[src/rtl/mem_access_unit.sv]
// Purpose : MEM-stage responder; runs lw/sw/sh against a handshaked data memory and stalls the pipe meanwhile.
// Latency : 2 stall cycles for an access acked in its first REQ cycle, +1 per ack wait; errors stall 1 cycle.
// Backpressure: stall is held while the access is pending; m_ack completes it, TIMEOUT aborts it.
//
// Ports:
//   clk, rst_n          clock, async active-low reset
//   ctrl_mem[2:0]       {MEM_RD, MEM_WR, w_h}; RD/WR are active-low, w_h=1 word / 0 halfword
//   addr, wdata         byte address and store data from EX/MEM
//   stall               freeze IF..EX/MEM (combinational)
//   rdata, rdata_valid  load result and its one-cycle update pulse
//   err                 one-cycle pulse on misaligned, illegal or timed-out access
//   m_req/m_we/m_addr/m_be/m_wdata  registered memory request
//   m_ack, m_rdata      memory completion and read data
module mem_access_unit #(
    parameter int ADDR_W  = 10,
    parameter int TIMEOUT = 255
) (
    input  logic              clk,
    input  logic              rst_n,
    input  logic [2:0]        ctrl_mem,
    input  logic [31:0]       addr,
    input  logic [31:0]       wdata,
    output logic              stall,
    output logic [31:0]       rdata,
    output logic              rdata_valid,
    output logic              err,
    output logic              m_req,
    output logic              m_we,
    output logic [ADDR_W-1:0] m_addr,
    output logic [3:0]        m_be,
    output logic [31:0]       m_wdata,
    input  logic              m_ack,
    input  logic [31:0]       m_rdata
);

    typedef enum logic [1:0] {
        S_IDLE = 2'd0,
        S_REQ  = 2'd1,
        S_DONE = 2'd2
    } state_t;

    localparam logic [7:0] TO_CNT = TIMEOUT[7:0];

    state_t            state, state_nxt;
    logic [7:0]        cnt, cnt_nxt;
    logic [7:0]        cnt_inc;
    logic              m_req_nxt, m_we_nxt;
    logic [ADDR_W-1:0] m_addr_nxt;
    logic [3:0]        m_be_nxt;
    logic [31:0]       m_wdata_nxt;
    logic [31:0]       rdata_nxt;
    logic              rdata_valid_nxt, err_nxt;

    logic              mem_rd, mem_wr, w_h;
    logic              access;

    // Byte-address bits above the word-address window are not used by the memory.
    logic              unused_addr_hi;
    assign unused_addr_hi = ^addr[31:ADDR_W+2];

    assign mem_rd  = ~ctrl_mem[2];
    assign mem_wr  = ~ctrl_mem[1];
    assign w_h     = ctrl_mem[0];
    assign access  = mem_rd | mem_wr;
    assign cnt_inc = cnt + 8'd1;

    // Gated by rst_n so every output reads 0 while reset is asserted.
    assign stall = rst_n & (((state == S_IDLE) & access) | (state == S_REQ));

    always_comb begin
        state_nxt       = state;
        cnt_nxt         = cnt;
        m_req_nxt       = m_req;
        m_we_nxt        = m_we;
        m_addr_nxt      = m_addr;
        m_be_nxt        = m_be;
        m_wdata_nxt     = m_wdata;
        rdata_nxt       = rdata;
        rdata_valid_nxt = 1'b0;
        err_nxt         = 1'b0;

        case (state)
            S_IDLE: begin
                if (mem_rd && mem_wr) begin
                    err_nxt   = 1'b1;
                    state_nxt = S_DONE;
                end else if (mem_rd) begin
                    if (addr[1:0] != 2'b00) begin
                        err_nxt   = 1'b1;
                        state_nxt = S_DONE;
                    end else begin
                        m_we_nxt   = 1'b0;
                        m_be_nxt   = 4'b1111;
                        m_addr_nxt = addr[ADDR_W+1:2];
                        m_req_nxt  = 1'b1;
                        cnt_nxt    = 8'd0;
                        state_nxt  = S_REQ;
                    end
                end else if (mem_wr) begin
                    if (w_h) begin
                        if (addr[1:0] != 2'b00) begin
                            err_nxt   = 1'b1;
                            state_nxt = S_DONE;
                        end else begin
                            m_we_nxt    = 1'b1;
                            m_be_nxt    = 4'b1111;
                            m_wdata_nxt = wdata;
                            m_addr_nxt  = addr[ADDR_W+1:2];
                            m_req_nxt   = 1'b1;
                            cnt_nxt     = 8'd0;
                            state_nxt   = S_REQ;
                        end
                    end else begin
                        if (addr[0]) begin
                            err_nxt   = 1'b1;
                            state_nxt = S_DONE;
                        end else begin
                            // Halfword is replicated to both lanes; byte enables pick the half.
                            m_we_nxt    = 1'b1;
                            m_be_nxt    = addr[1] ? 4'b1100 : 4'b0011;
                            m_wdata_nxt = {wdata[15:0], wdata[15:0]};
                            m_addr_nxt  = addr[ADDR_W+1:2];
                            m_req_nxt   = 1'b1;
                            cnt_nxt     = 8'd0;
                            state_nxt   = S_REQ;
                        end
                    end
                end
            end

            S_REQ: begin
                if (m_ack) begin
                    if (!m_we) begin
                        rdata_nxt       = m_rdata;
                        rdata_valid_nxt = 1'b1;
                    end
                    m_req_nxt = 1'b0;
                    state_nxt = S_DONE;
                end else if (cnt_inc == TO_CNT) begin
                    // Abort: a timed-out load still reports (zero) data so WB sees a defined value.
                    err_nxt = 1'b1;
                    if (!m_we) begin
                        rdata_nxt       = 32'd0;
                        rdata_valid_nxt = 1'b1;
                    end
                    cnt_nxt   = cnt_inc;
                    m_req_nxt = 1'b0;
                    state_nxt = S_DONE;
                end else begin
                    cnt_nxt = cnt_inc;
                end
            end

            S_DONE: begin
                // Same instruction is still presented here; ignore it and rearm.
                state_nxt = S_IDLE;
            end

            default: begin
                state_nxt = S_IDLE;
            end
        endcase
    end

    always_ff @(posedge clk or negedge rst_n) begin
        if (!rst_n) begin
            state       <= S_IDLE;
            cnt         <= 8'd0;
            m_req       <= 1'b0;
            m_we        <= 1'b0;
            m_addr      <= '0;
            m_be        <= 4'b0000;
            m_wdata     <= 32'd0;
            rdata       <= 32'd0;
            rdata_valid <= 1'b0;
            err         <= 1'b0;
        end else begin
            state       <= state_nxt;
            cnt         <= cnt_nxt;
            m_req       <= m_req_nxt;
            m_we        <= m_we_nxt;
            m_addr      <= m_addr_nxt;
            m_be        <= m_be_nxt;
            m_wdata     <= m_wdata_nxt;
            rdata       <= rdata_nxt;
            rdata_valid <= rdata_valid_nxt;
            err         <= err_nxt;
        end
    end

endmodule

[config.mk]
export PLATFORM = sky130hd
export DESIGN_NAME = mem_access_unit
export DESIGN_NICKNAME = d
export VERILOG_FILES = /design/src/rtl/mem_access_unit.sv
export SDC_FILE = /design/constraint.sdc
export NUM_CORES = 1
export LEC_CHECK = 0
export CAP_MARGIN = 10
export CORE_UTILIZATION = 25
export DETAILED_ROUTE_END_ITERATION = 8
export PLACE_DENSITY_LB_ADDON = 0.1
export SYNTH_ARGS = -nofsm -noshare
export SYNTH_HDL_FRONTEND = slang
export SYNTH_SLANG_ARGS = --single-unit
[constraint.sdc]
create_clock -name clk -period 3 [get_ports clk]
set_clock_uncertainty 0.1 [all_clocks]
set_input_delay 0.9 -clock clk [delete_from_list [all_inputs] [get_ports clk]]
set_output_delay 0.9 -clock clk [all_outputs]
set_load 0.02 [all_outputs]
==> reports/summary.txt, run 1 <==
reg2reg path depth: 4
Area after DPL: 6090 um2
clock slew at reported path FFs: 60 ps
DRT Pass-1 Iters: 4
H-tree Lvls: 3
DRT antenna net count: 0
r2r startpoint: state[1]$_DFFE_PN0P_
clock sink count: 92
switching share of power: 0.340
total wire length: 11400 um
vias: 3330
top-area cell type share of the netlist area: 0.560
crit start category: input pin
post-layout minimum cycle time: 2950 ps
Max Slew Vio Count: 0
die area: 16900 um2
CP Class: in -> out
status: finished, final reports clean
hpwl dp: 7900 um
Syn Nets: 466
largest net degree at the start of global routing: 50
hold_buf cts: 0
data required time at the worst endpoint: 2000 ps
R2R setup slack: 780 ps
initial antenna violation count: 0
power share of the clock group: 0.215
post-synthesis sequential area ratio: 0.560
Net Switching: 1.82 mW
vias in the first global route: 3499
Hold Crit Class: reg -> reg
max-cap violation count: 0
io pins: 185
final setup fails: 0
Async SR Flop Fraction: 1.00
initial core utilization: 0.258
commonest cells in the netlist: dfrtp_1, inv_1, o21ai_0
Worst Setup SP: ctrl_mem[2]
Longest Clk Path Bufs: 2
first-pass GRT wire length: 18200 um
total internal power: 3.53 mW
GPL Wtd Cong: 0.738
drt wl/cell: 15.0 um
fin worst setup slack: 54.2 ps
Least-Margin Pin Slew: 642 ps
normalized max-slew margin: 0.572
Tot GR Track Use: 0.141
design area: 6410 um2
Die Span Y: 130 um
Crit. End Element: output pin
fmax: 0.339 GHz
DIE WIDTH: 130 um
pwr dens: 834 nW/um2
share of power burned in registers: 0.361
worst reg2reg path endpoint: m_wdata[0]$_DFFE_PN0P_
layout overhead on the synthesized area: 56.0%
CP Max Fanout: 4
CTS tree: built
largest cells by area after synthesis: dfrtp_1, a22oi_1, mux2_4
Hold Fails Final Rpt: 0
1st-iter DRT viols: 86
Final #Nets: 642
Synth Instances: 360
setup TNS: 0 ps
Post-synth EDFFs: 0
via/cell ratio: 4.40
VDD IR max: 0.326 mV
Mapped Area: 4110 um2
Syn Area/Cell: 11.4 um2
area leader, netlist: dfrtp_1
worst-skew pair later-pin latency: 340 ps
TritonCTS Buffers: 9
Ys Warns: 0
share of post-route cells with drive strength above 1: 0.157
Leak: 2.98 nW
row count: 46
Comb power frac: 0.423
count of state elements after synthesis: 92
dpl ws: -336 ps
GR Overflow Total: 0
final worst-path cycle share: 0.982
Layout Utilization: 0.402
Buffers on Ports: 164
Netlist cell types: 43
Clock Root Buffer: clkbuf_16
worst setup path endpoint: stall
drc violations: 0
Critical Path AT: 1950 ps
count leader, synth: dfrtp_1
Core Region: 15900 um2
n_diodes: 0
Most used DFF post-synth: dfrtp_1
-- how the worst min path moves through the flow --
| stage | from | to | slack (ps) | depth (start not counted) |
|---|---|---|---|---|
| floorplan | cnt[6]$_DFFE_PN0P_ | cnt[6]$_DFFE_PN0P_ | 370 | 1 |
| global placement | m_wdata[28]$_DFFE_PN0P_ | m_wdata[28]$_DFFE_PN0P_ | 360 | 2 |
| detailed placement | m_wdata[28]$_DFFE_PN0P_ | m_wdata[28]$_DFFE_PN0P_ | 370 | 2 |
| CTS | m_wdata[28]$_DFFE_PN0P_ | m_wdata[28]$_DFFE_PN0P_ | 380 | 2 |
| global route | m_wdata[26]$_DFFE_PN0P_ | m_wdata[26]$_DFFE_PN0P_ | 410 | 2 |
| finish | m_wdata[27]$_DFFE_PN0P_ | m_wdata[27]$_DFFE_PN0P_ | 380 | 2 |
-- metrics by stage --
step           hold WS, ps  cells  power [mW]
2_1_floorplan          373    360        3.07
3_3_place_gp           364    741        4.22
3_5_place_dp           369    741        4.24
4_1_cts                385    757        5.45
5_1_grt                414    757        5.68
6_report               376    757        5.35
-- cell usage in the layout (no fill, tap or decap), drive strengths merged, types with 4 or more instances in the layout --
master         netlist  final
inv                 37     39
o21ai               52     52
clkinv               0      4
ha                   4      4
clkdlybuf4s50        0    160
buf                  8     25
nand2               22     22
a22oi               32     32
clkbuf              14      9
mux2                27     27
mux2i               16     16
a21oi                7      7
a31oi                5      5
nor2                 8      8
dfrtp               92     92
-- area by class of cell --
class / instances / area, um2
fill: 1565 / 9530
clock inverter: 7 / 75.1
clock buffer: 9 / 225
sequential: 92 / 2300
inverter: 37 / 139
timing repair buffer: 187 / 1820
multi-input combinational: 209 / 1570
tap: 216 / 270
-- power groups by stage --
stage / registers (mW) / logic [mW] / clock network [mW]
6_report: 1.93 / 2.26 / 1.15
5_1_grt: 2.00 / 2.43 / 1.25
4_1_cts: 1.94 / 2.31 / 1.21
3_5_place_dp: 1.95 / 2.30 / 0
3_3_place_gp: 1.94 / 2.28 / 0
2_1_floorplan: 2.42 / 0.643 / 0
-- layer usage --
| layer | vias to the layer above | wire [um] | track usage |
|---|---|---|---|
| li1 | 1613 | - | - |
| met1 | 1619 | 4910 | 0.167 |
| met2 | 83 | 5770 | 0.246 |
| met3 | 15 | 492 | 0.0308 |
| met4 | 0 | 224 | 0.0602 |
| met5 | - | 0 | 0 |
-- kinds of logic (layout without fill, tap and decap cells) --
logic type	Yosys count	after routing	share of synthesized area
compound gates	112	112	0.176
xor+xnor	2	2	0.00427
fa+ha+maj	4	4	0.0122
buf+inv	59	240	0.0624
flops	92	92	0.560
mux	43	43	0.128
simple gates	48	48	0.0567
-- sequential cells by signal (all words and copies together) (netlist names) --
name and count:
cnt 8, m_addr 10, m_be 4, m_wdata 32, err 1, m_we 1, rdata_valid 1, m_req 1
state 2, rdata 32
-- timing repair --
item                                   4_1_cts  5_1_grt
setup endpoints to repair                    1        1
endpoints found under the hold margin        0        0
setup buffers                                0        1
pin swaps                                    1        1
resized for setup                            6        0
-- critical path, cell delays in order --
cell           delay [ps]
dlygate4sd2_1         250
buf_6                 130
ha_4                  150
and2b_1               180
nor3b_2               160
buf_4                 170
Power figures use the tool's default switching activity.
==> run 2: changes to the inputs <==
Settings changed: CORE_UTILIZATION 25 to 45.
==> reports/summary.txt, run 2 (same netlist as run 1, synthesis figures left out) <==
status: finished, final reports clean
fin worst setup slack: 161 ps (+107 ps)
Leak: 2.98 nW (about the same)
normalized max-slew margin: 0.202 (-0.370)
layout overhead on the synthesized area: 52.2%
Hold Fails Final Rpt: 0 (unchanged)
row count: 34 (-26%)
initial antenna violation count: 0 (unchanged)
Tot GR Track Use: 0.224 (+0.0831)
setup TNS: 0 ps (unchanged)
dpl ws: -526 ps (-190 ps)
drt wl/cell: 15.9 um (+5.8%)
Hold Crit Class: reg -> reg
n_diodes: 0 (unchanged)
CP Max Fanout: 5 (+1)
Bufs and invs on worst path: 5 (+2)
io pins: 185 (unchanged)
Max Slew Vio Count: 0 (unchanged)
biggest regs: m_wdata x32, rdata x32, m_addr x10
Longest Clk Path Bufs: 2 (unchanged)
final setup fails: 0 (unchanged)
DIE WIDTH: 97.5 um (-25%)
post-layout minimum cycle time: 2840 ps (-107 ps)
most common cell after layout, fill and taps aside: clkdlybuf4s50_1
most frequent cells in the layout: clkdlybuf4s50_1, dfrtp_1, inv_1, o21ai_0, a22oi_1
family with the most delay on the worst path: buffers and inverters
pwr dens: 814 nW/um2 (-2.5%)
TritonCTS Buffers: 9 (unchanged)
crit-path cells: dlygate4sd2_1 -> buf_6 -> inv_1 -> ha_1 -> or4_4 -> a2111o_2 -> bufbuf_16 -> buf_4 -> nand2_1 -> o21ai_1
initial core utilization: 0.469 (+0.211)
Critical Path AT: 2990 ps (+1040 ps)
via/cell ratio: 5.18 (+18%)
die area: 9510 um2 (-44%)
CP Class: in -> reg
CTS tree: built
Largest stage delay, worst path: 490 ps (+240 ps)
vias in the first global route: 3436 (-1.8%)
crit start category: input pin
worst-skew pair later-pin latency: 360 ps (+20 ps)
DRT antenna net count: 0 (unchanged)
slowest CP cell: or4_4
Least-Margin Pin Slew: 1200 ps (+555 ps)
Clock Root Buffer: clkbuf_8
H-tree Lvls: 3 (unchanged)
Crit. End Element: flop
clock slew at reported path FFs: 90 ps (+30 ps)
fmax: 0.352 GHz (+3.8%)
drc violations: 0 (unchanged)
first-pass GRT wire length: 16900 um (-7.2%)
Buffers on Ports: 164 (unchanged)
total wire length: 10300 um (-9.3%)
VDD IR max: 0.478 mV (+47%)
final worst-path cycle share: 0.946 (-0.0356)
data required time at the worst endpoint: 3150 ps (+1150 ps)
RSZ-0062 raised after global routing: false
Final #Nets: 642 (unchanged)
GPL Wtd Cong: 0.802 (+8.6%)
share of post-route cells with drive strength above 1: 0.157 (unchanged)
Die Span Y: 97.5 um (-25%)
largest net degree at the start of global routing: 75 (+50%)
DRT Pass-1 Iters: 6 (+2)
max-cap violation count: 0 (unchanged)
vias: 3362 (+0.96%)
GR Overflow Total: 0 (unchanged)
1st-iter DRT viols: 172 (+100%)
Core Region: 8760 um2 (-45%)
clock sink count: 92 (unchanged)
hpwl dp: 7100 um (-10%)
-- run 2: cell count changes in the layout (fill, tap and decap cells not counted), sizes merged --
cell | before | now
buf | 25 | 23
clkinv | 4 | 2
bufbuf | 0 | 2
clkbuf | 9 | 10
clkinvlp | 0 | 1
-- run 2: final timing paths --
path / startpoint / endpoint / slack [ps] / cells after the start
worst min-delay path: m_wdata[26]$_DFFE_PN0P_ / m_wdata[26]$_DFFE_PN0P_ / 390 / 2
max in group asynchronous: rst_n / m_wdata[12]$_DFFE_PN0P_ / 1200 / 3
worst max-delay path: ctrl_mem[1] / m_wdata[24]$_DFFE_PN0P_ / 160 / 10
min in group asynchronous: rst_n / m_wdata[3]$_DFFE_PN0P_ / 400 / 2
worst min register to register: m_wdata[26]$_DFFE_PN0P_ / m_wdata[26]$_DFFE_PN0P_ / 390 / 2
worst max register to register: cnt[1]$_DFFE_PN0P_ / rdata[18]$_DFFE_PN0P_ / 390 / 5
-- run 2: per-stage QoR --
stage	util	hold slack, ps	cell area (um2)	total power, mW	cells
finish	0.714	391	6250	5.09	649
global route	0.714	397	6250	5.36	649
CTS	0.714	396	6250	5.14	649
detailed placement	0.677	374	5930	4.22	630
global placement	0.677	362	5930	4.16	630
floorplan	-	373	4110	3.07	360
-- run 2: per-layer routing --
| layer | vias up | routed length, um | track usage |
|---|---|---|---|
| li1 | 1617 | - | - |
| met1 | 1602 | 4380 | 0.283 |
| met2 | 121 | 4920 | 0.357 |
| met3 | 22 | 741 | 0.0655 |
| met4 | 0 | 282 | 0.102 |
| met5 | - | 0 | 0 |
-- run 2: timing repair --
item                       in CTS  in global routing
resized for setup              14                  0
hold buffers                    0                  0
setup buffers                   0                  0
setup endpoints to repair      19                  0
-- run 2: power by group --
group,leakage (nW),switching [mW],internal (mW)
Sequential,1.03,0.279,1.66
Clock,0.105,0.458,0.417
Combinational,1.85,1.05,1.22
Total,2.98,1.79,3.30
-- run 2: final cells by class --
cell class              instances  area, um2
inverters                      37        139
fillers                       655       2510
well taps                     108        135
multi-input cells             209       1570
clock inverters                 6       71.3
clock buffers                  10        138
repair buffers                187       1900
flip-flops and latches         92       2300
-- run 2: worst min-delay path, stage by stage (launching register included) --
cell and delay [ps]:
dfrtp_1 350, nand2_1 50, o21ai_1 60
==> run 3: changes to the inputs <==
Settings changed: HOLD_SLACK_MARGIN set to 0.03.
Clock period 3 ns to 3.4 ns, I/O delays scaled along.
==> reports/summary.txt, run 3 (same netlist as run 1, synthesis figures left out) <==
via/cell ratio: 5.16 (-0.45%)
Max Slew Vio Count: 0 (unchanged)
clock slew at reported path FFs: 80 ps (about the same)
most frequent cells in the layout: clkdlybuf4s50_1, dfrtp_1, inv_1, o21ai_0, a22oi_1
Hold Path Depth: 2 (unchanged)
data required time at the worst endpoint: 2280 ps (-870 ps)
CP Max Fanout: 2 (-3)
pwr dens: 723 nW/um2 (-11%)
io pins: 185 (unchanged)
n_diodes: 0 (unchanged)
DRT antenna net count: 0 (unchanged)
drt wl/cell: 15.4 um (-2.9%)
CP Class: in -> out
max-cap violation count: 0 (unchanged)
biggest regs: m_wdata x32, rdata x32, m_addr x10
Hold Fails Final Rpt: 0 (unchanged)
layout overhead on the synthesized area: 48.6%
row count: 34 (unchanged)
GR Overflow Total: 0 (unchanged)
share of post-route cells with drive strength above 1: 0.142 (-0.0151)
reg2reg path depth: 5 (unchanged)
Longest Clk Path Bufs: 2 (unchanged)
fmax: 0.300 GHz
worst-skew pair later-pin latency: 340 ps (-20 ps)
Critical Path AT: 2210 ps (-780 ps)
Net Switching: 1.54 mW (-14%)
Hold Slack: 382 ps (-9.09 ps)
setup TNS: 0 ps (unchanged)
hpwl dp: 7060 um (-0.55%)
Hold Crit Class: reg -> reg
CTS tree: built
design area: 6100 um2 (-2.4%)
GPL Wtd Cong: 0.830 (+3.5%)
TritonCTS Buffers: 9 (unchanged)
DIE WIDTH: 97.5 um (unchanged)
Post CTS Setup Buffer Count: 0 (unchanged)
Clock Root Buffer: clkbuf_8
met3 Use GR: 0.0633 (-0.00216)
Leak: 2.88 nW (-3.3%)
Final #Nets: 636 (-0.93%)
largest net degree at the start of global routing: 52 (-31%)
Largest stage delay, worst path: 450 ps (-40 ps)
vias: 3316 (-1.4%)
vias in the first global route: 3485 (+1.4%)
post-layout minimum cycle time: 3330 ps
layer with the highest usage: met2
H-tree Lvls: 3 (unchanged)
VDD IR max: 0.379 mV (-21%)
R2R setup slack: 810 ps (+420 ps)
initial antenna violation count: 0 (unchanged)
DRT Pass-1 Iters: 4 (-2)
1st-iter DRT viols: 226 (+31%)
normalized max-slew margin: 0.214 (+0.0113)
status: finished, final reports clean
final worst-path cycle share: 0.981
Tot GR Track Use: 0.219 (-0.00507)
switching share of power: 0.349 (-0.00143)
total wire length: 9930 um (-3.8%)
share of power burned in registers: 0.386 (+0.004)
power share of the clock group: 0.166 (-0.006)
met1 GRT Util: 0.282 (-0.00142)
GR Util met2: 0.351 (-0.00592)
drc violations: 0 (unchanged)
initial core utilization: 0.469 (unchanged)
final setup fails: 0 (unchanged)
RSZ-0062 raised after global routing: false
Comb power frac: 0.448 (+0.002)
crit-path cells: clkdlybuf4s50_1 -> ha_2 -> and2b_1 -> nor3b_1 -> buf_2
Core Region: 8760 um2 (unchanged)
crit start category: input pin
most common cell after layout, fill and taps aside: clkdlybuf4s50_1
slowest CP cell: clkdlybuf4s50_1
first-pass GRT wire length: 16800 um (-0.78%)
Area after DPL: 5910 um2 (-0.38%)
Die Span Y: 97.5 um (unchanged)
Least-Margin Pin Slew: 1180 ps (-17.1 ps)
die area: 9510 um2 (unchanged)
Crit. End Element: output pin
total internal power: 2.87 mW (-13%)
Buffers on Ports: 164 (unchanged)
clock sink count: 92 (unchanged)
-- run 3: cell count changes in the layout (fill, tap and decap cells not counted), moves of 2 or more --
cell and change:
dlygate4sd2_1 -2, buf_6 -2, bufbuf_16 -2, clkbuf_1 +2
buf_4 -2, clkdlybuf4s50_1 +2
-- run 3: worst paths after layout --
kind                                    startpoint                      end
max                                    ctrl_mem[1]                    stall
min                        m_wdata[28]$_DFFE_PN0P_  m_wdata[28]$_DFFE_PN0P_
max reg2reg                     cnt[1]$_DFFE_PN0P_    rdata[14]$_DFFE_PN0P_
min reg2reg                m_wdata[28]$_DFFE_PN0P_  m_wdata[28]$_DFFE_PN0P_
max in group asynchronous                    rst_n    rdata[13]$_DFFE_PN0P_
min in group asynchronous                    rst_n  m_wdata[20]$_DFFE_PN0P_
-- run 3: power by group through the flow --
stage / clock, mW / combinational, mW / sequential (mW)
2_1_floorplan: 0 / 0.568 / 2.14
3_3_place_gp: 0 / 1.96 / 1.71
3_5_place_dp: 0 / 2.00 / 1.72
4_1_cts: 0.749 / 2.00 / 1.71
5_1_grt: 0.797 / 2.12 / 1.76
6_report: 0.733 / 1.98 / 1.70
-- run 3: layout make-up --
class	instances	area [um2]
multi-input combinational	209	1560
clock inverter	5	62.6
inverter	37	139
sequential	92	2300
timing repair buffer	181	1770
tap	108	135
clock buffer	11	131
fill	673	2660
-- run 3: repair_timing --
action,CTS,global route
hold buffers,0,0
cloned,0,0
endpoints found under the setup margin,1,1
resized for setup,5,1
-- run 3: worst max-delay path, delay by kind of cell --
kind	cells	cell delay (ps)
buffers and inverters	2	650
adder cells (fa/ha/maj)	1	210
AND/OR/NAND/NOR	2	330
-- run 3: metal layers --
metal	routed length [um]	vias up
li1	-	1603
met3	691	18
met5	0	-
met4	210	0
met2	4850	109
met1	4180	1586
-- run 3: metrics by stage --
step / total power [mW] / util / cells / setup WS (ps)
2_1_floorplan: 2.71 / - / 360 / 381
3_3_place_gp: 3.67 / 0.675 / 627 / -354
3_5_place_dp: 3.72 / 0.675 / 627 / -388
4_1_cts: 4.46 / 0.696 / 643 / 51.7
5_1_grt: 4.67 / 0.696 / 643 / 8.18
6_report: 4.41 / 0.696 / 643 / 65.7
